### src/rtl/mole_pkg.sv
// Shared types and constants for the whack-a-mole round scheduler.
// Holds the FSM state encoding, the LFSR seed/taps and a counter-width helper.
package mole_pkg;

   typedef enum logic [2:0] {
      IDLE,
      GAP,
      SHOW,
      MISS,
      OVER
   } state_t;

   // Galois right-shift form of x^8 + x^6 + x^5 + x^4 + 1
   localparam logic [7:0] LFSR_SEED = 8'hA5;
   localparam logic [7:0] LFSR_TAPS = 8'hB8;

   function automatic int cnt_width(input int max_val);
      return (max_val < 2) ? 1 : $clog2(max_val + 1);
   endfunction

endpackage

### src/rtl/mole_lfsr.sv
// 8-bit Galois LFSR, seeded on reset; exposes the low bits used for mole selection.
module mole_lfsr
   import mole_pkg::*;
(
   input  logic       clk,
   input  logic       rst_n,
   input  logic       en,
   output logic [2:0] rnd
);

   logic [7:0] lfsr_reg;
   logic [7:0] lfsr_next;

   always_comb begin
      lfsr_next = lfsr_reg;
      if (en) begin
         lfsr_next = {1'b0, lfsr_reg[7:1]} ^ (lfsr_reg[0] ? LFSR_TAPS : 8'h00);
      end
   end

   always_ff @(posedge clk) begin
      if (!rst_n) begin
         lfsr_reg <= LFSR_SEED;
      end else begin
         lfsr_reg <= lfsr_next;
      end
   end

   assign rnd = lfsr_reg[2:0];

endmodule

### src/rtl/mole_round_scheduler.sv
// Whack-a-mole round sequencer: picks the next mole, times gap/hit windows,
// judges presses and tracks score and lives. All outputs are registered.
module mole_round_scheduler
   import mole_pkg::*;
#(
   parameter int NUM_MOLES = 8,
   parameter int TICK_DIV  = 1000,
   parameter int WIN_INIT  = 1000,
   parameter int WIN_MIN   = 200,
   parameter int WIN_STEP  = 50,
   parameter int GAP_TICKS = 300,
   parameter int LIVES     = 3,
   parameter int SCORE_W   = 8
) (
   input  logic                 clk,
   input  logic                 rst_n,
   input  logic                 start,
   input  logic [NUM_MOLES-1:0] btn_press,
   output logic [NUM_MOLES-1:0] mole_oh,
   output logic [SCORE_W-1:0]   score,
   output logic [1:0]           lives,
   output logic                 hit_pulse,
   output logic                 miss_pulse,
   output logic                 game_over,
   output logic                 busy
);

   localparam int TICK_W = cnt_width(TICK_DIV - 1);
   localparam int GAP_W  = cnt_width(GAP_TICKS - 1);
   localparam int WIN_W  = cnt_width(WIN_INIT);

   localparam logic [TICK_W-1:0] TICK_LAST  = TICK_W'(TICK_DIV - 1);
   localparam logic [GAP_W-1:0]  GAP_LAST   = GAP_W'(GAP_TICKS - 1);
   localparam logic [WIN_W-1:0]  WIN_INIT_V = WIN_W'(WIN_INIT);
   localparam logic [WIN_W-1:0]  WIN_MIN_V  = WIN_W'(WIN_MIN);
   localparam logic [WIN_W-1:0]  WIN_STEP_V = WIN_W'(WIN_STEP);
   localparam logic [1:0]        LIVES_V    = 2'(LIVES);

   state_t                 state_reg, state_next;
   logic [TICK_W-1:0]      tick_cnt_reg, tick_cnt_next;
   logic [GAP_W-1:0]       gap_cnt_reg, gap_cnt_next;
   logic [WIN_W-1:0]       countdown_reg, countdown_next;
   logic [WIN_W-1:0]       window_reg, window_next;
   logic [2:0]             prev_idx_reg, prev_idx_next;
   logic [NUM_MOLES-1:0]   mole_reg, mole_next;
   logic [SCORE_W-1:0]     score_reg, score_next;
   logic [1:0]             lives_reg, lives_next;
   logic                   hit_reg, hit_next;
   logic                   miss_reg, miss_next;
   logic                   over_reg, over_next;
   logic                   busy_reg, busy_next;

   logic                   tick;
   logic [2:0]             lfsr_low;
   logic [2:0]             pick_raw;
   logic [2:0]             pick_idx;
   logic [NUM_MOLES-1:0]   pick_oh;

   mole_lfsr u_lfsr (
      .clk   (clk),
      .rst_n (rst_n),
      .en    (1'b1),
      .rnd   (lfsr_low)
   );

   assign tick = (tick_cnt_reg == TICK_LAST);

   // Step past the previous mole so the same one never lights twice in a row.
   always_comb begin
      pick_raw = 3'(32'(lfsr_low) % NUM_MOLES);
      pick_idx = pick_raw;
      if (pick_raw == prev_idx_reg) begin
         pick_idx = 3'((32'(pick_raw) + 1) % NUM_MOLES);
      end
   end

   for (genvar gi = 0; gi < NUM_MOLES; gi++) begin : g_pick_dec
      assign pick_oh[gi] = (pick_idx == 3'(gi));
   end

   always_comb begin
      state_next     = state_reg;
      gap_cnt_next   = gap_cnt_reg;
      countdown_next = countdown_reg;
      window_next    = window_reg;
      prev_idx_next  = prev_idx_reg;
      mole_next      = mole_reg;
      score_next     = score_reg;
      lives_next     = lives_reg;
      hit_next       = 1'b0;
      miss_next      = 1'b0;

      case (state_reg)
         IDLE, OVER: begin
            mole_next = '0;
            if (start) begin
               state_next   = GAP;
               gap_cnt_next = '0;
               score_next   = '0;
               lives_next   = LIVES_V;
               window_next  = WIN_INIT_V;
            end
         end
         GAP: begin
            mole_next = '0;
            if (tick) begin
               if (gap_cnt_reg == GAP_LAST) begin
                  state_next     = SHOW;
                  gap_cnt_next   = '0;
                  mole_next      = pick_oh;
                  prev_idx_next  = pick_idx;
                  countdown_next = window_reg;
               end else begin
                  gap_cnt_next = gap_cnt_reg + 1'b1;
               end
            end
         end
         SHOW: begin
            // A press outranks expiry landing in the same cycle.
            if (btn_press == mole_reg) begin
               state_next   = GAP;
               gap_cnt_next = '0;
               mole_next    = '0;
               hit_next     = 1'b1;
               if (score_reg != '1) begin
                  score_next = score_reg + 1'b1;
               end
               if (32'(window_reg) >= WIN_MIN + WIN_STEP) begin
                  window_next = window_reg - WIN_STEP_V;
               end else begin
                  window_next = WIN_MIN_V;
               end
            end else if ((btn_press != '0) || (tick && (countdown_reg == WIN_W'(1)))) begin
               state_next = MISS;
               mole_next  = '0;
               miss_next  = 1'b1;
               lives_next = lives_reg - 1'b1;
            end else if (tick) begin
               countdown_next = countdown_reg - 1'b1;
            end
         end
         MISS: begin
            mole_next    = '0;
            gap_cnt_next = '0;
            state_next   = (lives_reg == 2'd0) ? OVER : GAP;
         end
         default: begin
            state_next = IDLE;
            mole_next  = '0;
         end
      endcase

      tick_cnt_next = tick ? '0 : tick_cnt_reg + 1'b1;
      if (((state_next == GAP) || (state_next == SHOW)) && (state_next != state_reg)) begin
         tick_cnt_next = '0;
      end

      busy_next = (state_next == GAP) || (state_next == SHOW) || (state_next == MISS);
      over_next = (state_next == OVER);
   end

   always_ff @(posedge clk) begin
      if (!rst_n) begin
         state_reg     <= IDLE;
         tick_cnt_reg  <= '0;
         gap_cnt_reg   <= '0;
         countdown_reg <= '0;
         window_reg    <= WIN_INIT_V;
         prev_idx_reg  <= '0;
         mole_reg      <= '0;
         score_reg     <= '0;
         lives_reg     <= LIVES_V;
         hit_reg       <= 1'b0;
         miss_reg      <= 1'b0;
         over_reg      <= 1'b0;
         busy_reg      <= 1'b0;
      end else begin
         state_reg     <= state_next;
         tick_cnt_reg  <= tick_cnt_next;
         gap_cnt_reg   <= gap_cnt_next;
         countdown_reg <= countdown_next;
         window_reg    <= window_next;
         prev_idx_reg  <= prev_idx_next;
         mole_reg      <= mole_next;
         score_reg     <= score_next;
         lives_reg     <= lives_next;
         hit_reg       <= hit_next;
         miss_reg      <= miss_next;
         over_reg      <= over_next;
         busy_reg      <= busy_next;
      end
   end

   assign mole_oh    = mole_reg;
   assign score      = score_reg;
   assign lives      = lives_reg;
   assign hit_pulse  = hit_reg;
   assign miss_pulse = miss_reg;
   assign game_over  = over_reg;
   assign busy       = busy_reg;

endmodule

### config.mk
export PLATFORM = sky130hd
export DESIGN_NAME = mole_round_scheduler
export DESIGN_NICKNAME = d
export VERILOG_FILES = /design/src/rtl/mole_pkg.sv /design/src/rtl/mole_lfsr.sv /design/src/rtl/mole_round_scheduler.sv
export SDC_FILE = /design/constraint.sdc
export NUM_CORES = 1
export LEC_CHECK = 0
export CORE_ASPECT_RATIO = 1.1
export CORE_MARGIN = 4
export CORE_UTILIZATION = 35
export CTS_BUF_LIST = sky130_fd_sc_hd__clkbuf_4
export CTS_CLUSTER_SIZE = 24
export DETAILED_ROUTE_END_ITERATION = 12
export MAX_ROUTING_LAYER = met4
export PLACE_DENSITY_LB_ADDON = 0.08
export REMOVE_ABC_BUFFERS = 1
export SYNTH_ARGS = -nofsm -noshare
export SYNTH_HDL_FRONTEND = slang
export SYNTH_SLANG_ARGS = --single-unit
### constraint.sdc
create_clock -name clk -period 5.6 [get_ports clk]
set_input_delay 0.84 -clock clk [delete_from_list [all_inputs] [get_ports clk]]
set_output_delay 0.84 -clock clk [all_outputs]
set_load 0.01 [all_outputs]
# After elaboration in Yosys (flattened, before gate mapping)
# Cells that the tools add are included.
# totals
word_cells	118
inputBits	11
register_bits	75
# op_classes
bitwise	3
eq_ne	32
add_sub_neg	7
muxes	39
magnitude_cmp	1
n_reduce_logical	22
# ops
op	n
$mux W10	8
$mux W8	8
$pmux W10 S2	2
$mux W9	4
$pmux W9 S4	1
$pmux W8 S2	2
$mux W3	7
$eq A3 B2 Y1 const B	6
$eq A3 B3 Y1 const B	6
$ne A2 B2 Y1 const B	9
$pmux W3 S4	1
$reduce_and A4 Y1	3
$add A10 B1 Y10 const B	1
$eq A10 B1 Y1 const B	1
$eq A10 B10 Y1 const B	1
$ge A10 B8 Y1 const B	1
$sub A10 B1 Y10 const B	1
$sub A10 B6 Y10 const B	1
$add A9 B1 Y9 const B	1
$eq A3 B1 Y1 const B	3
$eq A9 B9 Y1 const B	1
$add A8 B1 Y8 const B	1
$eq A8 B8 Y1	1
$ne A8 B8 Y1 const B	1
22 further kinds	33

# Depth between registers and ports, before layout
# logic_depth
ltp_word	10
ltp_mapped	10
ltp_nobuf	8

# Cells and area by module
# From an unflattened synthesis, not the netlist that was laid out.
# unflattened
cells_unflattened	496
hier_area_um2	3987.6
# modules_own_cells
mod	area_per_inst_um2	n_inst	seq_area_each_um2	cells_each
mole_round_scheduler	3652.3	1	1321.3	464
mole_lfsr	335.3	1	160.2	32

# Worst setup path after synthesis
# No wires, ideal clock.
# synth_path
path_type	input to register
startpoint	input btn_press[3]
endpoint	register window_reg[9]
setup_time_ns	0.114
slack_ns	3.158
cell_stages	6
required_ns	5.486
arrival_ns	2.328
path_cell_list	xnor2_1 > nand4_1 > o31a_1 > a311o_1 > or3_1 > a21o_1
# synth_between
elab_chain_cells	3
# synth_rtl
item	line	text
start: declaration	mole_round_scheduler.sv:18	input logic [NUM_MOLES-1:0] btn_press,
$eq A8 B8 Y1	mole_round_scheduler.sv:120	if (btn_press == mole_reg) begin
$ne A2 B2 Y1 (no source line)	--	
$reduce_and A3 Y1 (no source line)	--	
end signal: assignment	mole_round_scheduler.sv:182	window_reg <= window_next;
end: declaration	mole_round_scheduler.sv:43	logic [WIN_W-1:0] window_reg, window_next;
# Every way passes these cells.
# A chain may end at the register's enable or synchronous reset.

# Worst setup path after layout
# layout_path
startpoint	input btn_press[0]
endpoint	register gap_cnt_reg[6]
# layout_between
elab_chain_cells	3
# layout_rtl
item	line	text
$eq A8 B8 Y1	mole_round_scheduler.sv:120	
$ne A2 B2 Y1 (no source line)	--	
$reduce_and A4 Y1 (no source line)	--	
end signal: assignment	mole_round_scheduler.sv:180	gap_cnt_reg <= gap_cnt_next;
end: declaration	mole_round_scheduler.sv:41	logic [GAP_W-1:0] gap_cnt_reg, gap_cnt_next;
# Every way passes these cells.

==> impl_results.md <==
- Status: finished clean
- Antenna Cells: 0
- Syn Inst Count: approximately 430
- Largest net degree at the start of global routing: 35
- I/O Buffers: 32
- Crit end category: flip-flop
- # resized after CTS: 0
- RSZ-0062 raised after global routing: no
- IO Count: 33
- Most frequent cell after synthesis: dfxtp_1
- CTS tree: yes
- Post-Syn Area: around 0.0037 mm²
- Max_cap viols: 0
- CORE AREA: about 0.010 mm²
- CTS clk-pin slew, worst paths: 120 ps
- Final setup violation count: 0
- Multi-input gate area: ~0.0021 mm²
- GRT Util Overall: 0.1601
- Post-synth EDFFs: 0
- CP dominant cell by count: o21ai_1
- Power per cell area: 231.5 mW/mm²
- HPWL Detailed: 6276 µm
- FF-to-FF Start: state_reg[1]
- Clock Skew: ~12 ps
- Clk sink count: 74
- Layout area overhead: 14.86%
- Yosys reg bits: 74
- Final clock period utilization by the worst path: 0.6128
- Slew HR: 0.3131
- Reg2reg end: window_reg[9]
- Slowest-stage cell, CP: o21ai_1
- Unique cell type count in the Yosys netlist: 59
- Via count: around 3.2k
- Yosys warns: 0
- R2R depth: 6
- Worst vdd ir: roughly 85 µV
- Final Util: 0.4104
- Die area: roughly 0.012 mm²
- Fraction of layout cells with a size suffix above 1: 0.06710
- Initial antenna violation count: 0
- Crit path buf inv count: 1
- Largest area contributor in the netlist: dfxtp_1
- FF-to-FF setup slack: ~2500 ps
- Crit path time final: between 3000 and 4000 ps
- Register area share after synthesis: 0.3989
- Largest cells by area after synthesis: dfxtp_1, xnor2_1, nor2_1
- Synth Flop Type: dfxtp_1
- Clock root buffer: clkbuf_4
- Grt total ovfl: 0
- # DRC: 0
- H-tree levels: 3
- Leakage: 1.445 nW
- Slew Limit Fails: 0
- Slowest cell delay on critical path: 750 ps
- Worst path top cell family by delay: compound AO/OA/AOI/OAI gates
- Drt first-iter violations: 140
- Hold path depth: 1
- Asr flop ratio synth: 0
- Placer Congestion: 0.7853
- Vias per cell: ~5.3
- CTS max path bufs: 2
- Hold Path End: u_lfsr.lfsr_reg[2]
- Final hold violations: 0
- Critical Path Start Type: input pin
- Critical Path Fanout Max: 17
- Hold wc startpoint: u_lfsr.lfsr_reg[3]
- Initial core utilization: 0.3573
- HP Class: reg2reg
- Syn_area_per_cell: roughly 8.6 µm²
- Total Power: 0.9873 mW
- Filler cells: 1075
- Synth top area share: 0.3989
- Setup TNS: 0 ps
- Number of global-route vias before repair: slightly above 3k
- WP data arrival: between 3000 and 4000 ps
- Worst setup path category: in2reg
- Skew-Pair Late Insertion Delay: 420 ps
- Nets: 476
- Post-Route WL: ~8900 µm
- Chip width: about 110 µm
- Cts bufs inserted: 9
- Flip-flop and latch area: ~0.0015 mm²
- Row cnt: 39
- Commonest cells in the netlist: dfxtp_1, nor2_1, a21oi_1, nand2_1, xnor2_1
- Setup bufs post-CTS: 0
- Final ANT Viol Nets: 0
- Max frequency: slightly below 300 MHz
- Req. time, crit path: between 5000 and 6000 ps
- First-pass GRT wire length: 15390 µm
- CTS Hold Bufs: 0
- Drt wl/cell: around 15 µm
- Die height: around 120 µm
- Critical Path, Cell by Cell: clkdlybuf4s50_1 -> xnor2_1 -> nand4_1 -> o21ai_1 -> o211ai_2 -> o21ai_1 -> a21oi_1
- DR pass1 iterations: 4
- Measured slew at the worst slew-check pin: between 1000 and 1500 ps
==> layer usage <==
metal,global-route usage,share of wire,up-vias
met5,-,0,-
li1,-,-,1625
met2,0.2564,0.48,37
met3,0.02618,0.029,14
met4,0.07254,0.018,0
met1,0.1989,0.47,1521
==> worst max-delay path by stage <==
stage / from / to / slack, ps / cells after the start
final: btn_press[0] / gap_cnt_reg[6] / 2170 / 7
after global routing: btn_press[0] / gap_cnt_reg[6] / 1900 / 7
after CTS: btn_press[6] / gap_cnt_reg[1] / 2200 / 7
after detailed placement: btn_press[6] / gap_cnt_reg[1] / 1720 / 7
after global placement: btn_press[0] / gap_cnt_reg[1] / 1780 / 7
after floorplan: btn_press[3] / gap_cnt_reg[7] / 2830 / 6
==> cell type report <==
class	instances	area share
clock inverter	4	0.009974
inverter	11	0.009680
multi-input combinational	326	0.4896
clock buffer	12	0.02112
tap	143	0.04195
sequential	74	0.3473
timing repair buffer	35	0.08038
==> power by group <==
group / switching [mW] / internal, mW
combinational: 0.0590 / 0.0414
sequential: 0.0146 / 0.541
clock: 0.184 / 0.148
total: 0.257 / 0.730
==> per-stage QoR <==
stage               cell area [µm²]  std cells  hold slack [ps]  setup slack (ps)
finish                         4265        605            419.9              2168
global placement               4133        589            393.3              1784
floorplan                      3611        411            386.3              2835
CTS                            4265        605            413.8              2195
detailed placement             4133        589            396.8              1723
global route                   4265        605            431.9              1903
==> cell families (layout without fill, tap and decap cells) <==
| group | after synthesis | count (layout) | share of synthesized area |
|---|---|---|---|
| simple gates | 185 | 185 | 0.2655 |
| xor+xnor | 33 | 33 | 0.07783 |
| mux | 5 | 5 | 0.01381 |
| compound gates | 95 | 95 | 0.1782 |
| flops | 74 | 74 | 0.3989 |
| fa+ha+maj | 8 | 8 | 0.02696 |
| buf+inv | 33 | 62 | 0.03874 |
==> cells in the final DEF (no fill, tap or decap), types with 4 or more instances in the layout <==
master	n
a211oi_1	8
a21oi_1	27
a22oi_1	4
a32oi_1	4
and2_1	7
and3_1	4
clkbuf_4	12
clkdlybuf4s50_1	32
dfxtp_1	74
ha_1	8
inv_1	9
mux2i_1	4
nand2_1	25
nand2b_1	6
nand3_1	19
nand4_1	9
nor2_1	50
nor2b_1	4
nor3_1	21
nor4_1	4
o211ai_1	9
o21ai_0	12
o31ai_1	8
or3_1	15
xnor2_1	23
xor2_1	10
Note: power is estimated with default switching activity, not from simulation.
